==> src/rtl/exhaustive_vector_sweeper.sv <==
// Exhaustive stimulus/response sweeper for small combinational blocks.
// Drives every WIDTH-bit vector in ascending order. Each vector is held for HOLD cycles.
// The single-bit response is sampled on the last cycle of each hold into a truth table,
// and the ones in that table are counted.
module exhaustive_vector_sweeper #(
  parameter int unsigned WIDTH = 4,
  parameter int unsigned HOLD  = 10
) (
  input  logic                  clk,
  input  logic                  rst,
  input  logic                  start,
  output logic [WIDTH-1:0]      pattern,
  input  logic                  y_in,
  output logic                  busy,
  output logic                  done,
  output logic [2**WIDTH-1:0]   truth,
  output logic [WIDTH:0]        ones_cnt
);

  localparam int unsigned HW = $clog2(HOLD);
  localparam logic [HW-1:0] HoldLast = HW'(HOLD - 1);

  typedef enum logic [1:0] {
    StIdle,
    StDrive,
    StFinish
  } state_e;

  state_e          state_q;
  logic [HW-1:0]   hold_q;

  // Sweep sequencer: steps the vectors, times each hold and records the sampled response.
  always_ff @(posedge clk) begin
    if (rst) begin
      state_q  <= StIdle;
      pattern  <= '0;
      hold_q   <= '0;
      truth    <= '0;
      ones_cnt <= '0;
    end else begin
      unique case (state_q)
        StIdle: begin
          if (start) begin
            state_q  <= StDrive;
            pattern  <= '0;
            hold_q   <= '0;
            truth    <= '0;
            ones_cnt <= '0;
          end
        end
        StDrive: begin
          if (hold_q == HoldLast) begin
            truth[pattern] <= y_in;
            ones_cnt       <= ones_cnt + {{WIDTH{1'b0}}, y_in};
            // The terminal vector ends the sweep, so pattern never wraps.
            if (pattern == {WIDTH{1'b1}}) begin
              state_q <= StFinish;
            end else begin
              pattern <= pattern + WIDTH'(1);
              hold_q  <= '0;
            end
          end else begin
            hold_q <= hold_q + HW'(1);
          end
        end
        StFinish: begin
          state_q <= StIdle;
        end
        default: begin
          state_q <= StIdle;
        end
      endcase
    end
  end

  // Status flags decoded straight from the state register; start has no path to them.
  always_comb begin
    busy = (state_q == StDrive);
    done = (state_q == StFinish);
  end

endmodule

==> config.mk <==
export PLATFORM = sky130hd
export DESIGN_NAME = exhaustive_vector_sweeper
export DESIGN_NICKNAME = d
export VERILOG_FILES = /design/src/rtl/exhaustive_vector_sweeper.sv
export SDC_FILE = /design/constraint.sdc
export NUM_CORES = 1
export LEC_CHECK = 0
export CAP_MARGIN = 20
export CORE_ASPECT_RATIO = 1.4
export CORE_MARGIN = 2
export CORE_UTILIZATION = 56
export CTS_CLUSTER_DIAMETER = 100
export DETAILED_ROUTE_END_ITERATION = 10
export PLACE_DENSITY = 0.89
export SYNTH_ARGS = -nofsm -noshare
export SYNTH_HDL_FRONTEND = slang
export SYNTH_SLANG_ARGS = --single-unit
==> constraint.sdc <==
create_clock -name clk -period 2.75 [get_ports clk]
set_input_delay 0.275 -clock clk [delete_from_list [all_inputs] [get_ports clk]]
set_output_delay 0.275 -clock clk [all_outputs]
set_load 0.02 [all_outputs]
-- Word-level counts from Yosys, hierarchy flattened
Index checks and enable logic that the tools add are counted.
- bits of input ports: 4
- RAM bits: 0
- word-level logic and storage cells: 46
- flip-flop bits (word level): 31
- ROM bits: 0
- bits in latches: 0
- memories kept: 0
- output and inout bits: 27
- divide/modulo/power cells: 0
- shift-type cells: 0
- $lt $le $gt $ge: 2
- multipliers: 0
- reduce and logical (&&, ||, !) cells: 7
- equality and inequality tests: 9
- $add $sub $neg: 3
- mux-type cells: 20
- bitwise logic cells: 0
- operator list (cell ; number):
    $mux 16 ; 2
    $pmux 16 s2 ; 1
    $mux 4 ; 5
    $bwmux 16 ; 1
    $pmux 4 s2 ; 2
    $mux 5 ; 2
    $pmux 5 s2 ; 1
    $reduce_and 3->1 ; 3
    $add 4x1->4 const B ; 2
    $eq 4x4->1 const B ; 2
    $mux 2 ; 3
    $add 5x1->5 ; 1
    $lt 4x5->1 const B ; 1
    $demux 1 s4 ; 1
    $ge 4x1->1 const B ; 1
    $ne 2x1->1 const B ; 2
    $ne 2x2->1 const B ; 2
    $pmux 2 s2 ; 1
    $reduce_and 4->1 ; 1
    $ne 3x3->1 const B ; 1
    $eq 2x1->1 const B ; 1
    $eq 2x2->1 const B ; 1
    $logic_not 2->1 ; 1
    $reduce_bool 2->1 ; 1
    2 further kinds ; 2

-- Depth between registers and ports, before layout
Gate-level depths: netlist of run 1.
- word-level depth: 7
- depth in mapped cells: 6
- gate-level depth less buffers: 5

-- Worst setup path before layout of run 1
OpenSTA, ideal clock, no wires.
- path type: register -> register
- start: reg pattern[0]
- end: reg truth[3]
- setup slack: 1042 ps
- setup time: 130 ps
- buffers on the path: 0
- required time: 2620 ps
- stages on the path, launching flop included: 5
- data arrival time: 1578 ps
- period minus slack after synthesis: 1708 ps
- cell sequence: dfxtp_1 -> ha_1 -> or3b_2 -> a221oi_1 -> o32ai_1
- cells in the longest elaborated chain, start to end: 7
- elaborated cells between the ends (all ways): 8
- classes of those cells: order compare: 2; mux: 5; reduce/logical: 1
- ends and longest elaborated chain (element ; line ; RTL):
    start, declared ; 12 ; output logic [WIDTH-1:0] pattern,
    start signal, assigned ; 59 ; pattern <= pattern + WIDTH'(1);
    $lt 4x5->1 (not written as such) or $ge 4x1->1 (tied branches) ; 53 ; truth[pattern] <= y_in;
    $logic_and 1x1->1 (not written as such) ; 53 ;
    $mux 1 (not written as such) ; 53 ;
    $demux 1 s4 * ; 53 ;
    $bwmux 16 * ; 53 ;
    $mux 16 * ; 52 ; if (hold_q == HoldLast) begin
    $pmux 16 s2 * ; 41 ; unique case (state_q)
    end signal, assigned by index ; 53 ;
    end, declared ; 16 ; output logic [2**WIDTH-1:0] truth,
Mark *: on every way between the ends. The rest lies on a longest branch, timed or not. The select of a mux whose other input is x is not followed.
A chain may end at the register's enable or synchronous reset.

-- Worst setup path after layout of run 1
- start: reg state_q[1]
- end: out busy
- cells in the longest elaborated chain, start to end: 1
- ends and longest elaborated chain (element ; line ; RTL):
    start, declared ; 29 ; state_e state_q;
    start signal, assigned ; 35 ; state_q <= StIdle;
    start signal, assigned ; 44 ; state_q <= StDrive;
    start signal, assigned ; 57 ; state_q <= StFinish;
    $eq 2x1->1 ; 78 ; busy = (state_q == StDrive);
    end, declared ; 14 ; output logic busy,
Every way passes these cells.

==> impl.org, run 1 <==
** Outcome
- The flow ran to the end, and the final reports show no timing, DRC or antenna violations.

** Floorplanning
- For this configuration, the core starts out at a cell density of 0.5841.
- Measured along the x axis, the die boundary spans 52.01 µm.
- In this run the standard cell core region covers 3093 µm².
- Die Y :: 71.21 µm
- The floorplan step defined a die boundary enclosing 3703 µm².
- Site row count :: 24
- Number of primary I/O pins :: 31

** STA
- Worst-margin pin slew :: 0.7004 ns
- The final number of hold-violating endpoints is 0.
- The worst pin sits at a relative slew slack of 0.5325.
- Final count of negative-setup-slack endpoints :: 0
- Setup repair after global routing missed its margin :: false
- Of the available clock period, the critical path in the final layout requires 0.8052.
- Final TNS setup :: 0 ns
- Pins Over Slew Limit :: 0
- On the final layout, the worst clock skew is 0.002466 ns.
- Based on the critical path, the design can be clocked at up to 0.4516 GHz.
- Minimum period implied by the final worst setup slack :: 2.214 ns

** Global routing
- Sum of overflow across all layers after global routing :: 0
- The initial antenna violation count was 0.
- Global-route usage over all layers :: 0.2419
- Entering global routing, the biggest net connects 26 pins.
- First-pass GRT wire length :: 6.886 mm
- Via count of the first global-routing pass :: 1,480

** Final layout
- Antenna diode instance count :: 0
- After filler insertion, the fill cell instance count of the layout stands at 253.
- Most common library cell in the layout ignoring fill and taps :: dfxtp_1
- Of the cells placed in the final design, the portion with a size suffix greater than 1 is 0.08597.
- Synth-to-Final Area Change :: 18.91%
- Most used cells in the layout excluding fill and tap cells :: dfxtp_1 (31), clkdlybuf4s50_1 (30), inv_1 (20)
- With fillers left out, the area of the finished cells amounts to 2148 µm².
- At the end of the flow, the number of nets in the layout was 234.

** Clock tree
- Clock Pin Slew Worst Setup and Hold Paths :: 0.06 ns
- Quantity of gates resized following cts :: 0
- Post-CTS timing repair inserted 0 buffers for setup.
- For the worst-skew pair, the clock arrives at the later sink with an insertion delay of 0.28 ns.
- Sinks on the clock net :: 31
- Number of buffers created by CTS :: 5
- Clock root cell :: clkbuf_8
- Hold buffers post-CTS :: 0
- Clock Tree Buf Depth :: 2
- Clock H-tree levels :: 2
- Clock tree from TritonCTS :: done

** Logic synthesis
- The netlist uses 44 different library cells.
- Averaged over all synthesized cells, the footprint is 8.944 µm².
- Share of the yosys chip area belonging to registers :: 0.3435
- Counting flops with an async set or reset pin after synthesis yields a share of 0.
- After synthesis the netlist holds a flip-flop and latch count of 31.
- Biggest area contributors in the synthesized netlist :: dfxtp_1 (34%), a221oi_1 (6.8%), o32ai_1 (6.8%)
- Top FF cell, synth :: dfxtp_1
- Net Count, Synth :: 214
- Of all cell types, the one taking the most synthesized area is dfxtp_1.
- For this run, the number of Yosys warnings is 0.
- The share of synthesized area in the top cell type comes to 0.3435.
- In this run, synthesis inferred 0 flip-flops with an integrated enable.
- After synthesis the cells add up to 1807 µm².
- The cell count after synthesis came out at 202.

** Place
- Buffers placed on the I/O ports in this run total 30.
- The HPWL after detailed placement is 2.848 mm.
- Routability congestion estimate from global placement :: 0.8411
- The placed instances occupy a cell area of 2076 µm².

** Critical path
- Crit path launch type :: register
- For the worst flop-to-flop path, the logic depth is 4.
- Top fanout value on the critical path :: 12
- The largest individual stage delay along the critical path comes from the cell clkdlybuf4s50_1.
- Largest stage delay on the critical path :: 0.68 ns
- Crit path arrival time :: 1.94 ns
- Destination of the worst register-to-register timing path :: ones_cnt[4]
- For flop-to-flop paths, the worst setup slack is 0.87 ns.
- Req. time, crit path :: 2.48 ns
- WS Path Type :: register to output pin
- Walking the worst path, the cells encountered are nand2b_1 > inv_1 > clkdlybuf4s50_1.
- The worst setup path is captured at an output pin.
- Worst r2r src :: hold_q[0]

** Route
- Via/cell ratio :: 6.388
- Number of DRC violations after detailed-routing iteration 0 :: 46
- Total wire length :: 4.164 mm
- DR WL/cell :: 16.02 µm
- Remaining routing DRC violations :: 0
- Antenna viol nets, final :: 0
- Detailed routing inserted a total of 1,661 vias.
- The pre-antenna-repair detailed-routing pass consisted of 4 iterations.

** Power
- Power spread over the standard cell area amounts to 395.0 nW/µm².
- Largest vdd supply drop :: 294.2 µV
- The analysis attributes to cell leakage a power of 0.7401 nW.

** Hold path
- The startpoint identified for the worst hold timing path is ones_cnt[4].
- The worst hold path belongs to the class register to register.
- WHS Endpoint :: ones_cnt[4]
- The worst hold path was traced through 2 stages.

** Run
- Reported max-cap violation count :: 0
-- metal layers --
layer / track usage / wire length, µm / up-vias
met4: 0.1345 / 103 / 0
met2: 0.3797 / 2127 / 51
met1: 0.3146 / 1757 / 789
li1: - / - / 810
met3: 0.03165 / 176 / 11
met5: 0 / 0 / -
-- Yosys cell counts, types with 2 or more instances --
| library cell | count |
|---|---|
| nand2_1 | 8 |
| a211oi_1 | 4 |
| nand2b_1 | 5 |
| clkbuf_1 | 7 |
| buf_2 | 9 |
| a32o_1 | 3 |
| a21o_1 | 2 |
| inv_1 | 20 |
| nor2_1 | 2 |
| nand4_1 | 5 |
| o211ai_1 | 3 |
| a21oi_1 | 3 |
| nor2b_1 | 4 |
| a31oi_1 | 3 |
| or4_1 | 3 |
| a221oi_1 | 14 |
| o22ai_1 | 2 |
| dfxtp_1 | 31 |
| o32ai_1 | 14 |
| buf_6 | 2 |
| nand3_1 | 11 |
| o21ai_0 | 3 |
| ha_1 | 8 |
| mux2i_1 | 3 |
| nand3b_1 | 10 |
| or3b_2 | 5 |
-- logic make-up (layout without fill, tap and decap cells) --
kind of cell	Yosys count	in the layout	synth area share
AND/OR/NAND/NOR	63	63	0.2334
adder cells (fa/ha/maj)	8	8	0.05540
buffers and inverters	40	59	0.09833
multiplexers	4	4	0.02285
AO/OA/AOI/OAI	56	56	0.2465
flip-flops	31	31	0.3435
-- worst max-delay path: cells and delay by family, from the launching register on --
| family | cells | cell delay [ns] |
|---|---|---|
| AND/OR/NAND/NOR | 1 | 0.30 |
| flip-flops | 1 | 0.31 |
| buffers and inverters | 2 | 1.06 |
-- sequential cells by signal (all words and copies together) (netlist names) --
signal / flops
truth: 16
hold_q: 4
state_q: 2
ones_cnt: 5
pattern: 4
-- stage by stage --
stage / hold WS, ns / total power, mW / setup slack (ns) / cells / util
after floorplan: 0.4775 / 0.5209 / 1.042 / 202 / -
after global placement: 0.4659 / 0.5349 / 0.8109 / 254 / 0.6711
after detailed placement: 0.4757 / 0.5364 / 0.7501 / 254 / 0.6711
after CTS: 0.4840 / 0.8552 / 0.5548 / 260 / 0.6946
after global routing: 0.5085 / 0.8786 / 0.4656 / 260 / 0.6946
final: 0.4816 / 0.8486 / 0.5358 / 260 / 0.6946
-- power by group --
group	total, mW	internal [mW]	switching (mW)
clock network	0.320	0.168	0.152
registers	0.455	0.452	0.00273
logic	0.0737	0.0264	0.0473
-- how the worst max path moves through the flow --
stage	from	cells past startpoint	slack [ns]	to
finish	state_q[1]	3	0.54	busy
global route	state_q[1]	3	0.47	busy
CTS	state_q[1]	3	0.55	busy
detailed placement	rst	3	0.75	ones_cnt[0]
global placement	rst	3	0.81	truth[15]
floorplan	pattern[0]	4	1.04	truth[3]
-- cell type report --
class | instances | area, µm² | share of cell area
Multi-Input combinational cell | 131 | 1008 | 0.4694
Sequential cell | 31 | 620.6 | 0.2889
Timing Repair Buffer | 33 | 322.8 | 0.1503
Inverter | 20 | 75.07 | 0.03494
Clock buffer | 6 | 72.57 | 0.03378
Tap cell | 39 | 48.80 | 0.02271
(Power assumes the default switching activity.)
==> run 2, diff against run 1 <==
--- a/config.mk
+++ b/config.mk
@@ -8,10 +8,10 @@
 export CAP_MARGIN = 20
 export CORE_ASPECT_RATIO = 1.4
 export CORE_MARGIN = 2
-export CORE_UTILIZATION = 56
+export CORE_UTILIZATION = 47
 export CTS_CLUSTER_DIAMETER = 100
 export DETAILED_ROUTE_END_ITERATION = 10
-export PLACE_DENSITY = 0.89
+export PLACE_DENSITY = 0.8
 export SYNTH_ARGS = -nofsm -noshare
 export SYNTH_HDL_FRONTEND = slang
 export SYNTH_SLANG_ARGS = --single-unit
==> constraint.sdc (replaced) <==
create_clock -name clk -period 1.9 [get_ports clk]
set_input_delay 0.19 -clock clk [delete_from_list [all_inputs] [get_ports clk]]
set_output_delay 0.19 -clock clk [all_outputs]
set_load 0.02 [all_outputs]
==> run 2 against run 1 <==
Against the previous run:
- sequential power is 45% higher
- wire length is 3.0% higher
- final area is 5.1% higher
- sequential share of layout area is 1.4 points lower
- combinational power is 57% higher
- non-clock buffer count is 10 higher
- cell count is 5.8% higher
- largest power group unchanged
- highest routed layer unchanged
==> impl.org, run 2 (same netlist as run 1, synthesis figures left out) <==
** STA
- Clock skew on the completed layout was measured at 0.004747 ns.
- The routed design could run at a clock period as short as 1.796 ns.
- Worst-margin pin slew :: 0.4434 ns
- Final count of negative-setup-slack endpoints :: 0
- The final number of hold-violating endpoints is 0.
- Post-route worst setup slack :: 0.1043 ns
- Pins Over Slew Limit :: 0
- Highest clock rate :: 0.5569 GHz
- The worst pin sits at a relative slew slack of 0.7041.
- For the final routed database, the setup TNS stands at 0 ns.
- Setup repair after global routing left no endpoint under its margin.
- Of the available clock period, the critical path in the final layout requires 0.9451.

** Route
- Remaining routing DRC violations :: 0
- Total wire length :: 4.289 mm
- Total number of vias :: 1,679
- After detailed routing, the number of vias per cell comes to 6.105.
- For this block, the initial DRC count from the detailed router was 41.
- For this run, the detailed router's first-pass iteration total came to 4.
- Dividing the detail-routed wire length by the instance count gives 15.60 µm.
- The count of nets left with antenna violations once routing finished came out at 0.

** Place
- Number of buffers added on ports :: 30
- Number of placed cells counting well taps :: 267
- At the end of routability-driven placement, the weighted congestion stood at 0.8073.
- Worst slack after detailed placement :: 0.2141 ns
- Estimated wirelength of the detail-placed design :: 3.017 mm

** Power
- Largest vdd supply drop :: 474.2 µV
- Overall power consumption after layout is estimated at 1.348 mW.
- Power density normalized to cell area :: 596.9 nW/µm²
- Standby leakage power :: 0.8023 nW

** Critical path
- Req. time, crit path :: 1.71 ns
- The critical path in this run is classified as register to output pin.
- STA classifies the critical path startpoint as a register.
- Top fanout value on the critical path :: 15
- Crit path arrival time :: 1.61 ns
- STA classifies the critical path endpoint as an output pin.

** Final layout
- Compared with the post-synthesis result, the final layout area differs by 25.00%.
- Register ranked first by flip-flop count :: truth
- The register with the most flip-flops in the layout has 16 of them.
- In the layout the commonest cells are dfxtp_1 (30), clkdlybuf4s50_1 (30), inv_1 (20).
- 0 antenna diodes ended up in the layout.
- Register cell area after layout :: 621.8 µm²
- Layout cell share with drive strength beyond 1 :: 0.1416
- Count of nets after finishing :: 244
- The count of cells in the finished layout, fillers not included, comes to 275.
- Biggest regs :: truth (16), ones_cnt (5)
- Summing all multi-input logic gate instances after layout gives 1011 µm².
- Filler cells :: 332
- Final core utilization :: 0.6144

** Outcome
- The flow ran to the end, and the final reports show no timing, DRC or antenna violations.

** Clock tree
- Clock-pin slew was measured on the worst setup and hold paths at 0.06 ns.
- Setup Fix Bufs, Post-CTS :: 0
- For the worst-skew pair, the clock arrives at the later sink with an insertion delay of 0.28 ns.
- Clock root cell :: clkbuf_8
- Sinks on the clock net :: 31
- Clock tree synthesis inserted a total of 5 buffers.
- In this run the number of H-tree levels came out at 2.
- Gates resized during post-CTS repair numbered 1.
- The number of hold buffers added after CTS was 0.
- TritonCTS built the clock tree.
- Counting along the longest clock path gives a buffer depth of 2.

** Global routing
- Via count of the first global-routing pass :: 1,547
- Sum of overflow across all layers after global routing :: 0
- Entering global routing, the biggest net connects 26 pins.
- In the global route stage, overall resource usage came out at 0.2063.
- Antenna violations before repair :: 0
- The first global-routing pass estimated 7.238 mm of wire.

** Floorplanning
- Starting Density :: 0.4915
- During I/O placement, the number of pins put on the boundary was 31.
- The core region is 3676 µm².
- The die is 77.36 µm tall.
- The floorplan step defined a die boundary enclosing 4363 µm².
- Site row count :: 26
- Die W :: 56.40 µm

** Hold path
- Min-delay worst type :: register to register

** Run
- Across the run, the number of max-cap violations was 0.
-- run 2: cell count changes in the layout (fill, tap and decap cells not counted) --
cell,delta
nand2b_2,+1
clkbuf_8,+2
dfxtp_2,+1
nand2b_1,-1
dfxtp_1,-1
buf_4,+10
-- run 2: path summary, 6_finish.rpt --
kind	from	cells after the start	slack (ns)	endpoint
hold reg to reg	truth[12]	2	0.47	truth[12]
hold / removal	truth[12]	2	0.47	truth[12]
setup reg to reg	hold_q[0]	4	0.17	hold_q[3]
setup / recovery	state_q[0]	3	0.10	done
-- run 2: where the power goes --
part	switching [mW]	internal [mW]
registers	0.00631	0.654
logic	0.0685	0.0474
clock network	0.242	0.330
total	0.317	1.03
-- run 2: through the flow --
step	hold slack (ns)	cell area [µm²]
floorplan	0.4300	1807
detailed placement	0.4681	2155
CTS	0.4778	2256
finish	0.4733	2258
global route	0.4981	2258
global placement	0.4664	2155
-- run 2: layer usage --
layer	part of all wire	wire, µm	track usage	vias to the layer above
met2	0.51	2198	0.3494	52
met3	0.047	201	0.04500	6
met1	0.43	1824	0.2518	791
met4	0.015	65	0.08095	0
met5	0	0	0	-
li1	-	-	-	830
-- run 2: worst max-delay path: stages (launching register included) --
cell	delay (ns)
dfxtp_1	0.47
buf_4	0.26
nor2b_1	0.06
clkdlybuf4s50_1	0.53
-- run 2: cell type report --
type,count,share of cell area
timing repair buffer,43,0.1762
inverter,20,0.03324
multi-input combinational,131,0.4476
clock buffer,8,0.04432
sequential,31,0.2753
tap,42,0.02327
